**config.mk**
```make
export PLATFORM = sky130hd
export DESIGN_NAME = pacman_dir_buffer
export DESIGN_NICKNAME = d
export VERILOG_FILES = /design/src/rtl/pacman_dir_buffer.sv
export SDC_FILE = /design/constraint.sdc
export NUM_CORES = 1
export LEC_CHECK = 0
export BUFFER_PORTS_ARGS = -buffer_cell sky130_fd_sc_hd__buf_4
export CORE_MARGIN = 8
export CORE_UTILIZATION = 44
export DETAILED_ROUTE_END_ITERATION = 7
export PLACE_DENSITY = 0.79
export SYNTH_ARGS = -nofsm -noshare
export SYNTH_HDL_FRONTEND = slang
export SYNTH_SLANG_ARGS = --single-unit
```
**constraint.sdc**
```tcl
create_clock -name frame_clk -period 2.4 [get_ports frame_clk]
set_clock_uncertainty 0.15 [all_clocks]
set_input_delay 0.6 -clock frame_clk [delete_from_list [all_inputs] [get_ports frame_clk]]
set_output_delay 0.6 -clock frame_clk [all_outputs]
set_load 0.05 [all_outputs]
```
**src/rtl/pacman_dir_buffer.sv**
```systemverilog
// Turn buffer between the raw keycode and the Pac-Man motion block: queues turns blocked by a wall.
// Build option DIR_BUF_CONTINUOUS_EN selects arcade mode (keep moving after key release).
module pacman_dir_buffer #(
  parameter int unsigned HOLD_FRAMES = 30
) (
  input  logic       frame_clk,
  input  logic       Reset,
  input  logic       restart,
  input  logic [7:0] keycode_in,
  input  logic [4:0] mapL,
  input  logic [4:0] mapR,
  input  logic [4:0] mapB,
  input  logic [4:0] mapT,
  output logic [7:0] keycode_out,
  output logic [1:0] cur_dir,
  output logic       pending_valid,
  output logic [1:0] pending_dir
);

  localparam logic [7:0] HOLD_CNT     = 8'(HOLD_FRAMES);
  localparam logic       HOLD_ENABLED = (HOLD_FRAMES != 0);

  localparam logic [1:0] DIR_L = 2'd0;
  localparam logic [1:0] DIR_R = 2'd1;
  localparam logic [1:0] DIR_D = 2'd2;
  localparam logic [1:0] DIR_U = 2'd3;

  typedef enum logic [1:0] {
    ST_IDLE      = 2'd0,
    ST_MOVING    = 2'd1,
    ST_TURN_PEND = 2'd2
  } state_t;

  // Register state
  logic       cur_valid_q, cur_valid_d;
  logic [1:0] cur_dir_q, cur_dir_d;
  logic       pend_valid_q, pend_valid_d;
  logic [1:0] pend_dir_q, pend_dir_d;
  logic [7:0] pend_cnt_q, pend_cnt_d;
  logic [7:0] keycode_q, keycode_d;

  // Decoded request and wall probes
  logic       req_valid;
  logic [1:0] req_dir;
  logic       req_open;
  logic       pend_open;

  // Derived FSM state, visible for probing and assertions
  state_t     state;

  function automatic logic dir_open(input logic [1:0] d,
                                    input logic [4:0] l, input logic [4:0] r,
                                    input logic [4:0] b, input logic [4:0] t);
    logic [4:0] probe;
    case (d)
      DIR_L:   probe = l;
      DIR_R:   probe = r;
      DIR_D:   probe = b;
      default: probe = t;
    endcase
    return (probe == 5'd0);
  endfunction

  function automatic logic [7:0] encode_dir(input logic [1:0] d);
    case (d)
      DIR_L:   return 8'h04;
      DIR_R:   return 8'h07;
      DIR_D:   return 8'h16;
      default: return 8'h1A;
    endcase
  endfunction

  always_comb begin
    req_valid = 1'b1;
    req_dir   = DIR_L;
    case (keycode_in)
      8'h04:   req_dir = DIR_L;
      8'h07:   req_dir = DIR_R;
      8'h16:   req_dir = DIR_D;
      8'h1A:   req_dir = DIR_U;
      default: req_valid = 1'b0;
    endcase
  end

  assign req_open  = dir_open(req_dir, mapL, mapR, mapB, mapT);
  assign pend_open = dir_open(pend_dir_q, mapL, mapR, mapB, mapT);

  always_comb begin
    if (pend_valid_q)     state = ST_TURN_PEND;
    else if (cur_valid_q) state = ST_MOVING;
    else                  state = ST_IDLE;
  end

  // Next-state logic; the branches are ordered so that the first matching rule wins
  always_comb begin
    cur_valid_d  = cur_valid_q;
    cur_dir_d    = cur_dir_q;
    pend_valid_d = pend_valid_q;
    pend_dir_d   = pend_dir_q;
    pend_cnt_d   = pend_cnt_q;

    if (restart) begin
      cur_valid_d  = 1'b0;
      cur_dir_d    = DIR_L;
      pend_valid_d = 1'b0;
      pend_dir_d   = DIR_L;
      pend_cnt_d   = 8'd0;
    end else if (req_valid && req_open) begin
      // Open corridor: take the turn now, reversals included
      cur_dir_d    = req_dir;
      cur_valid_d  = 1'b1;
      pend_valid_d = 1'b0;
    end else if (req_valid && cur_valid_q && (req_dir == cur_dir_q)) begin
      // Pushing into a wall along the current direction: nothing to queue
      cur_dir_d    = cur_dir_q;
    end else if (req_valid) begin
      // Blocked turn (or blocked start from IDLE): queue it, newest request wins
      if (HOLD_ENABLED) begin
        pend_dir_d   = req_dir;
        pend_valid_d = 1'b1;
        pend_cnt_d   = HOLD_CNT;
      end
    end else begin
`ifdef DIR_BUF_CONTINUOUS_EN
      if (pend_valid_q) begin
        if (pend_open) begin
          cur_dir_d    = pend_dir_q;
          cur_valid_d  = 1'b1;
          pend_valid_d = 1'b0;
        end else if (pend_cnt_q <= 8'd1) begin
          pend_valid_d = 1'b0;
          pend_cnt_d   = 8'd0;
        end else begin
          pend_cnt_d   = pend_cnt_q - 8'd1;
        end
      end
`else
      // Held-key mode: releasing the key stops Pac-Man and forgets any queued turn
      cur_valid_d  = 1'b0;
      pend_valid_d = 1'b0;
`endif
    end

    keycode_d = cur_valid_d ? encode_dir(cur_dir_d) : 8'h00;
  end

  always_ff @(posedge frame_clk or posedge Reset) begin
    if (Reset) begin
      cur_valid_q  <= 1'b0;
      cur_dir_q    <= DIR_L;
      pend_valid_q <= 1'b0;
      pend_dir_q   <= DIR_L;
      pend_cnt_q   <= 8'd0;
      keycode_q    <= 8'h00;
    end else begin
      cur_valid_q  <= cur_valid_d;
      cur_dir_q    <= cur_dir_d;
      pend_valid_q <= pend_valid_d;
      pend_dir_q   <= pend_dir_d;
      pend_cnt_q   <= pend_cnt_d;
      keycode_q    <= keycode_d;
    end
  end

  assign keycode_out   = keycode_q;
  assign cur_dir       = cur_dir_q;
  assign pending_valid = pend_valid_q;
  assign pending_dir   = pend_dir_q;

endmodule

```
After elaboration in Yosys (flattened, before gate mapping)
Cells that the tools add are included.

Word-level logic and storage cells: 45. Input bits: 31. Register bits: 14. Output and inout bits: 13.

Muxes and demuxes: 19. Eq/ne operators: 12. Reduce and logical (&&, ||, !) cells: 9.

Operator list (count): case mux 5 bit (3 select lines) (2); == test 8 x 3 -> 1 bit (second input constant) (2); == test 8 x 5 -> 1 bit (second input constant) (2); 2-to-1 mux 2 bit (6); 2-to-1 mux 1 bit (9); 2-to-1 mux 8 bit (1); case mux 2 bit (3 select lines) (1); logical NOT 5 bit (1); == test 2 x 1 -> 1 bit (second input constant) (2); == test 2 bit (second input constant) (2); logical NOT 2 bit (2); inequality test 2 bit (second input constant) (2); OR reduction 4 bit (1); logical AND 1 bit (3); inequality test 3 bit (second input constant) (1); AND reduction 3 bit (1); == test 2 bit (1); nonzero test 2 bit (1).

Logic depth before layout (Yosys ltp)
Gate-level depths: netlist of the first run.

Word-level depth: 11. Depth in mapped cells: 6. Depth with buffers taken out: 6.

Worst setup path before layout of the first run
Ideal clock, no wire load.

Path kind: input -> register. From: in keycode_in[5]. To: reg keycode_q[0] (netlist: keycode_out[0]). Setup time: 80 ps. Required time: 2170 ps. Path slack: -50 ps. Buffers on the path: 0. Data arrival time: 2220 ps. Stages: 6. Cells stage by stage: or4b_1 -> a21oi_2 -> mux2_1 -> a21oi_1 -> o21a_2 -> nor3b_2.

Cells in the longest elaborated chain, start to end: 11. Elaborated cells between the ends (all ways): 27. Those cells by class: eq/ne (9); mux (11); reduce/logical (7).

RTL lines: start, declared (line 9) `input logic [7:0] keycode_in,`; == test 8 x 5 -> 1 bit or == test 8 x 3 -> 1 bit (tied branches) (line 76) `case (keycode_in)`; case mux 2 bit (3 select lines) (line 76); == test 2 bit (tied with other cells) (line 55) `case (d)`; case mux 5 bit (3 select lines) (line 55); logical NOT 5 bit (line 61) `return (probe == 5'd0);`; logical AND 1 bit (line 108) `end else if (req_valid && req_open) begin`; 2-to-1 mux 2 bit (line 108); 2-to-1 mux 2 bit (line 102) `if (restart) begin`; == test 2 bit (tied with other cells) (line 65) `case (d)`; case mux 5 bit (3 select lines) (line 65); 2-to-1 mux 8 bit (*) (line 144) `keycode_d = cur_valid_d ? encode_dir(cur_dir_d) : 8'h00;`; named net keycode_d[0] (line 40) `logic [7:0] keycode_q, keycode_d;`; end signal, assigned (line 161) `keycode_q <= keycode_d;`; end, declared (line 40).

The timed path passes the listed nets; every way through them passes the cells marked *. A chain may end at the register's enable or synchronous reset.

Worst setup path after layout of the first run
From: in keycode_in[4]. To: reg pend_dir_q[0] (netlist: pending_dir[0]).

Cells in the longest elaborated chain, start to end: 8. Elaborated cells between the ends (all ways): 24. Those cells by class: eq/ne (9); mux (7); reduce/logical (8).

RTL lines: == test 8 x 5 -> 1 bit or == test 8 x 3 -> 1 bit (tied branches) (line 76); case mux 2 bit (3 select lines) (line 76); == test 2 bit (tied with other cells) (line 55); case mux 5 bit (3 select lines) (line 55); logical NOT 5 bit (line 61); logical AND 1 bit (line 108); inequality test 2 bit (no line); AND reduction 3 bit (no line); end signal, assigned (line 159) `pend_dir_q <= pend_dir_d;`; end, declared (line 38) `logic [1:0] pend_dir_q, pend_dir_d;`.

Several ways; a longest one is shown, not always the timed one. The select of a mux whose other input is x is not followed.

==> metrics.txt, run 1 <==
synth warn 0; Routed WL 2746 um; Worst Setup SP keycode_in[4]; unrepaired setup endpoints after global routing true; CP startpoint kind input pin; r2r startpoint cur_dir[1]; CTS tree yes; total number of vias 961; DRC viols 0; dominant cells by area after synthesis dfrtp_1, nor2_1, a211oi_1; grt total ovfl 0; Routed wire per std cell roughly 15 um; vias in the first global route 923; area of the multi-input gates 589.3 um^2; Sink Count 11; ANT nets after route 0; Port Buffers 40; Synth Area in Compound Gates between 10% and 20%; first-pass GRT wire length 3919 um; Cell Count, Final, Fillers Out 178; Synth Area in XOR/XNOR ~4.3%; FF+latch count, synth 11; Syn Inst Count 89; area leader, netlist dfrtp_1; Pwr per Cell Area 300.8 nW/um^2; area delta synth->final 69.45%; Post-Synth Simple-Gate Area 34.80%; largest family of logic cells by synthesized area simple AND/OR/NAND/NOR gates; Synth Area in Adders 0%; post-synthesis mux area share around 3.8%; CTS H-tree depth 1; status finished, final reports clean; Seq/Total Area, Yosys 33.43%; Post-DP HPWL around 2200 um; placed cell count roughly 170; DR pass1 iterations 4; Synth Area per Inst 9.250 um^2; Hold Crit Class in2async; fmax 417.7 MHz; total global-route track usage approximately 14%; Max Cap Viol 0; Final period util between 90% and 100%; Pwr Total 0.4197 mW; CP Max Fanout 4; Fillers 125; layout net count 185; Seq. cell area 275.3 um^2; most frequent cell after synthesis nor2_1; Post-Syn Area between 800 and 900 um^2; fin crit period 2394 ps; initial antenna violation count 0; Longest Clk Path Bufs 2; Final Wtd Congestion 0.8480; library cells used by synthesis 40; Req. time, crit path 2430 ps; hold slack 169.3 ps; Via-to-Cell Ratio 5.399; # diodes 0; initial drt markers 10; dpl ws -251.3 ps; largest net degree at the start of global routing 12; worst vdd ir 0.2933 mV; asr flop ratio synth 100.0%; row cnt 15; Crit Path Class in2reg; Max Slew Vio Count 0; Starting Density 47.17%; clk slew on worst S/H paths 70 ps; Post-synth top cells nor2_1, dfrtp_1; Die H 59.26 um; Non-Filler Cell Area, Final 1395 um^2; Main synth FF type dfrtp_1; placed cell areas 1309 um^2; Worst-Skew Late Latency around 260 ps; Critical Path AT 2420 ps; CTS buffer count 3; core footprint 1745 um^2; Final setup viols 0; die width 59.26 um; I/O pin count 44; post-synth top area share 33.43%; final-report hold violation count 0; endpoint class of the critical path flop; final worst slack 5.679 ps; clk root buf clkbuf_4; layout cell share with drive strength beyond 1 52.29%; EDFF count, synth 0; full die area 3511 um^2; Leak about 0.64 nW
-- layout make-up --
class | instances | share of cell area [%]
well taps | 25 | 2.242
inverters | 2 | 0.5381
repair buffers | 61 | 33.36
clock buffers | 4 | 1.883
multi-input cells | 75 | 42.24
flip-flops and latches | 11 | 19.73
-- stage by stage --
| step | TNS, ps | utilization (%) |
|---|---|---|
| after CTS | 0 | 76.49 |
| final | 0 | 79.93 |
| after global routing | -128.4 | 79.93 |
| after detailed placement | -2005 | 74.98 |
| after global placement | -1588 | 74.98 |
| after floorplan | 0 | - |
-- flip-flops by register name (all words and copies together), names as in the netlist --
signal	count
pending_dir	2
cur_dir	2
keycode_out	5
pending_valid	1
cur_valid_q	1
-- where the power goes --
part / internal (mW) / switching [mW]
Sequential: 0.186 / 0.000155
Clock: 0.0641 / 0.0551
Combinational: 0.0629 / 0.0518
Total: 0.313 / 0.107
-- final timing paths --
path / end / slack [ps] / cells past startpoint
min in group frame_clk: cur_dir[0] / 400 / 2
worst min register to register: pending_dir[0] / 400 / 2
worst max-delay path: pending_dir[0] / 6 / 6
worst max register to register: pending_dir[0] / 600 / 5
max in group asynchronous: keycode_out[2] / 1650 / 2
worst min-delay path: keycode_out[0] / 170 / 2
-- logic make-up (layout without fill, tap and decap cells) --
family          count (synthesis)  in the layout
buf+inv                         5             67
simple gates                   43             43
flops                          11             11
xor+xnor                        4              4
compound gates                 22             22
other cells                     1              3
mux                             3              3
-- timing repair --
| item | 4_1_cts | 5_1_grt |
|---|---|---|
| resized for setup | 0 | 14 |
| endpoints found under the setup margin | 0 | 8 |
| buffers inserted | 0 | 0 |
| hold buffers | 0 | 0 |
-- worst max-delay path, cell delays in order --
cell and delay [ps]:
buf_6 90, xor2_1 150, or4b_4 490, a2111o_1 540
nor4_4 340, mux2i_1 210
-- per-layer routing --
layer / wire (um) / global-route usage (%) / vias to the layer above
met3: 177 / 3.905 / 0
met1: 1064 / 14.41 / 469
li1: - / - / 465
met4: 0 / 2.048 / 0
met5: 0 / 0 / -
met2: 1505 / 26.50 / 27
-- layout by cell type (no fill, tap or decap), types with 3 or more instances in the layout --
| cell type | n |
|---|---|
| or4_1 | 4 |
| a211oi_2 | 3 |
| buf_4 | 59 |
| conb_1 | 3 |
| nor2_1 | 13 |
| nand2b_1 | 4 |
| dfrtp_1 | 11 |
| a21oi_1 | 3 |
| clkbuf_4 | 3 |
Note: power is estimated with default switching activity, not from simulation.
==> inputs of run 2 (changes only) <==
--- a/config.mk
+++ b/config.mk
@@ -6,10 +6,12 @@
 export NUM_CORES = 1
 export LEC_CHECK = 0
 export BUFFER_PORTS_ARGS = -buffer_cell sky130_fd_sc_hd__buf_4
+export CELL_PAD_IN_SITES_DETAIL_PLACEMENT = 1
+export CELL_PAD_IN_SITES_GLOBAL_PLACEMENT = 2
 export CORE_MARGIN = 8
-export CORE_UTILIZATION = 44
+export CORE_UTILIZATION = 24
 export DETAILED_ROUTE_END_ITERATION = 7
-export PLACE_DENSITY = 0.79
+export PLACE_DENSITY_LB_ADDON = 0.1
 export SYNTH_ARGS = -nofsm -noshare
 export SYNTH_HDL_FRONTEND = slang
 export SYNTH_SLANG_ARGS = --single-unit
==> run 2 against run 1 <==
Critical path depth is 1 higher. Routed wire length up 5.0%. Register-to-register slack got worse by 20 ps. Core utilization decreased by 38 points. Total power decreased by 0.68%. Via count fell by 5.2%. Setup slack improved by 25 ps. Die area is 58% higher. Count of clock-buffer cells in the layout down 1. Highest routed layer is now met4.
==> metrics.txt, run 2 (synthesis gave the netlist of run 1 again) <==
Crit Path Class in2reg; grt total ovfl 0; Post-DP HPWL 2417 um; critical-path cell list buf_4 -> xor2_1 -> or4b_4 -> a2111o_1 -> a211oi_2 -> a211o_1 -> o21ba_1; area delta synth->final 69.00%; Via-to-Cell Ratio 4.624; dpl ws -370.0 ps; Sink Count 11; Routed WL 2884 um; Post-CTS Setup Inserts 0; Crit. path cell count 7; die width 74.57 um; FF-to-FF path depth 5; worst vdd ir 0.2932 mV; status finished, final reports clean; total global-route track usage 10.95%; Cell Count, Final, Fillers Out slightly below 200; Req. time, crit path 2460 ps; Max Slew Vio Count 0; Hold Buf Count CTS 0; DRC viols 0; vias in the first global route 1057; Final Core Density 42.03%; first-pass GRT wire length 4830 um; Longest Clk Path Bufs 2; Slowest-stage cell, CP a2111o_1; fin crit period roughly 2400 ps; full die area 5561 um^2; layout net count 183; CP startpoint kind input pin; CTS H-tree depth 1; Final setup viols 0; placed cell count between 150 and 200; row cnt 21; Setup TNS 0 ps; I/O pin count 44; Pwr per Cell Area 299.6 nW/um^2; clk root buf clkbuf_4; Port Buffers 40; Critical Path AT about 2400 ps; ANT nets after route 0; CP Max Fanout 5; initial drt markers 18; Final period util 98.72%; CP Buf/Inv Count 1; fmax 422.0 MHz; Reg-to-Reg End pending_dir[0]; most frequent cells in the layout buf_4, nor2_1, dfrtp_1, or4_1, nand2b_1; CTS buffer count 3; DR pass1 iterations 4; # diodes 0; unrepaired setup endpoints after global routing true; final-report hold violation count 0; endpoint class of the critical path flop; commonest non-fill, non-tap cell in the layout buf_4; CP top delay family compound AO/OA/AOI/OAI gates; Pwr Total 0.4168 mW; clk slew on worst S/H paths about 70 ps; layout cell share with drive strength beyond 1 50.33%; reg2reg setup slack 580 ps; Leak 0.6198 nW; max FFs per register 5; r2r startpoint cur_dir[1]; Routed wire per std cell 14.64 um; Worst-Skew Late Latency between 200 and 300 ps; final worst slack 30.61 ps; Starting Density between 20% and 30%; CTS tree yes; core footprint approximately 3300 um^2; slowest stage delay, CP 500 ps; Die H 74.57 um; Final Wtd Congestion 0.7637; Max Cap Viol 0; total number of vias 911; initial antenna violation count 0; largest net degree at the start of global routing 12; Hold Crit Class in2async
-- run 2: per-layer routing --
| layer | global-route usage, % | part of all wire, % |
|---|---|---|
| met5 | 0 | 0 |
| met4 | 2.391 | 0.55 |
| met3 | 3.504 | 6.0 |
| met2 | 18.68 | 49 |
| met1 | 12.94 | 45 |
-- run 2: worst max-delay path by stage --
stage          slack, ps     startpoint        endpoint
3_3_place_gp        -340  keycode_in[4]  keycode_out[3]
4_1_cts                4        mapB[1]  keycode_out[2]
5_1_grt              -40  keycode_in[1]  pending_dir[0]
3_5_place_dp        -370  keycode_in[4]  keycode_out[3]
6_report              30  keycode_in[1]  keycode_out[2]
2_1_floorplan         20        mapT[1]  keycode_out[2]
-- run 2: repair_timing --
| item | CTS | global route |
|---|---|---|
| pin swaps | 0 | 1 |
| setup endpoints to repair | 5 | 7 |
| gates resized for setup | 6 | 4 |
-- run 2: where the power goes --
group | leakage (nW) | internal, mW | switching, mW | total [mW]
logic | 0.448 | 0.0592 | 0.0489 | 0.108
registers | 0.154 | 0.185 | 0.000160 | 0.186
clock network | 0.0177 | 0.0616 | 0.0614 | 0.123
-- run 2: cell type report --
cell class | instances | area [um^2]
clock buffer | 3 | 22.52
clock inverter | 1 | 5.005
fill | 402 | 1919
inverter | 2 | 7.507
multi-input combinational | 75 | 576.8
sequential | 11 | 275.3
tap | 46 | 57.56
timing repair buffer | 59 | 446.7
-- run 2: metrics by stage --
stage                     cell area, um^2  hold WS [ps]
after floorplan                     842.1         302.4
after global placement               1320         387.4
after detailed placement             1320         398.5
after CTS                            1374         169.5
after global routing                 1391         196.1
final                                1391         169.3
==> inputs of run 3 (changes only) <==
--- a/config.mk
+++ b/config.mk
@@ -9,7 +9,7 @@
 export CELL_PAD_IN_SITES_DETAIL_PLACEMENT = 1
 export CELL_PAD_IN_SITES_GLOBAL_PLACEMENT = 2
 export CORE_MARGIN = 8
-export CORE_UTILIZATION = 24
+export CORE_UTILIZATION = 26
 export DETAILED_ROUTE_END_ITERATION = 7
 export PLACE_DENSITY_LB_ADDON = 0.1
 export SYNTH_ARGS = -nofsm -noshare
==> constraint.sdc (replaced) <==
create_clock -name frame_clk -period 2.9 [get_ports frame_clk]
set_clock_uncertainty 0.15 [all_clocks]
set_input_delay 0.725 -clock frame_clk [delete_from_list [all_inputs] [get_ports frame_clk]]
set_output_delay 0.725 -clock frame_clk [all_outputs]
set_load 0.05 [all_outputs]
==> run 3 against run 2 <==
Non-clock buffer count fell by 18. Sequential share of layout area rose by 3.2 points. Critical path depth fell by 1. Count of clock-buffer cells in the layout rose by 1. Cell area fell by 14%. Via count fell by 5.7%. Highest routed layer unchanged.
==> metrics.txt, run 3 (synthesis gave the netlist of run 1 again) <==
placed cell count 173; Worst Setup EP pending_dir[0]; area delta synth->final 45.44%; Pwr per Cell Area around 270 nW/um^2; status finished, final reports clean; area of the multi-input gates 525.5 um^2; Reg-to-Reg End pending_dir[0]; post_cts resized 0; layout net count 165; Crit Path Class in2reg; Slew HR 64.41%; total number of vias 859; final-report hold violation count 0; Routed WL about 2700 um; row cnt 20; Worst Setup SP keycode_in[4]; Routed wire per std cell between 15 and 20 um; CP startpoint kind input pin; Hold Crit Class in2async; initial antenna violation count 0; CTS H-tree depth 1; Longest Clk Path Bufs 2; Port Buffers 40; dpl ws 7.082 ps; Post-CTS Setup Inserts 0; Worst-Margin Slew roughly 520 ps; Req. time, crit path 2930 ps; Setup TNS 0 ps; Via-to-Cell Ratio about 4.9; grt total ovfl 0; final worst slack ~310 ps; fmax around 390 MHz; worst vdd ir 0.2060 mV; fin crit period 2592 ps; DRC viols 0; total global-route track usage 10.77%; max FFs per register 5; Cell Count, Final, Fillers Out 177; commonest non-fill, non-tap cell in the layout buf_4; Hold Buf Count CTS 0; largest net degree at the start of global routing 12; Max Cap Viol 0; CTS tree yes; reg2reg setup slack 1000 ps; Die H 72.27 um; Pwr Total 0.3261 mW; Final setup viols 0; most frequent cells in the layout buf_4, nor2_1, dfrtp_1; I/O pin count 44; die width 72.27 um; Max Slew Vio Count 0; unrepaired setup endpoints after global routing false; Fillers 371; layout cell share with drive strength beyond 1 36.84%; ANT nets after route 0; r2r startpoint cur_dir[1]; Starting Density 27.19%; # diodes 0; Worst-Skew Late Latency approximately 260 ps; CTS buffer count 3; Seq. cell area 275.3 um^2; initial drt markers 17; full die area 5223 um^2; first-pass GRT wire length 4650 um; core footprint 3028 um^2; endpoint class of the critical path flop; FF-to-FF path depth 5; DR pass1 iterations 4; Sink Count 11; Final period util 89.39%; Final Wtd Congestion 0.7842; Critical Path AT approximately 2600 ps; Leak ~0.53 nW; vias in the first global route 973; Post-DP HPWL 2342 um; clk root buf clkbuf_4; CP Max Fanout 7; clk slew on worst S/H paths 70 ps
run 3: stage by stage:
| step | hold WS (ps) | area, um^2 | util, % |
|---|---|---|---|
| 2_1_floorplan | 427.4 | 830.8 | - |
| 3_3_place_gp | 387.1 | 1171 | 38.68 |
| 3_5_place_dp | 397.0 | 1171 | 38.68 |
| 4_1_cts | 313.5 | 1197 | 39.55 |
| 5_1_grt | 350.5 | 1197 | 39.55 |
| 6_report | 310.2 | 1197 | 39.55 |
run 3: worst min-delay path by stage:
stage | start | endpoint | cells after the start
floorplan | Reset | cur_dir[0] | 1
global placement | pending_dir[0] | pending_dir[0] | 2
detailed placement | pending_dir[0] | pending_dir[0] | 2
CTS | Reset | pending_dir[0] | 2
global route | Reset | pending_dir[1] | 2
finish | Reset | pending_dir[1] | 2
run 3: final cells by class:
class / count / area share, %
Inverter: 2 / 0.6270
Timing Repair Buffer: 41 / 25.71
Sequential cell: 11 / 22.99
Multi-Input combinational cell: 75 / 43.89
Clock buffer: 4 / 2.194
Tap cell: 44 / 4.598
run 3: routing by layer:
layer	routed length (um)	global-route usage, %	up-vias
li1	-	-	427
met1	1173	12.70	409
met5	0	0	-
met2	1415	18.76	21
met3	152	2.479	2
met4	6	3.175	0
run 3: where the power goes:
group	switching (mW)	leakage [nW]	internal (mW)
logic	0.0365	0.365	0.0372
clock network	0.0457	0.0150	0.0531
registers	0.000133	0.154	0.154
run 3: critical path, cell delays in order:
cell and delay, ps:
buf_4 130, xor2_1 160, or4b_4 480, a2111o_1 450
nor4_2 430, mux2i_1 240
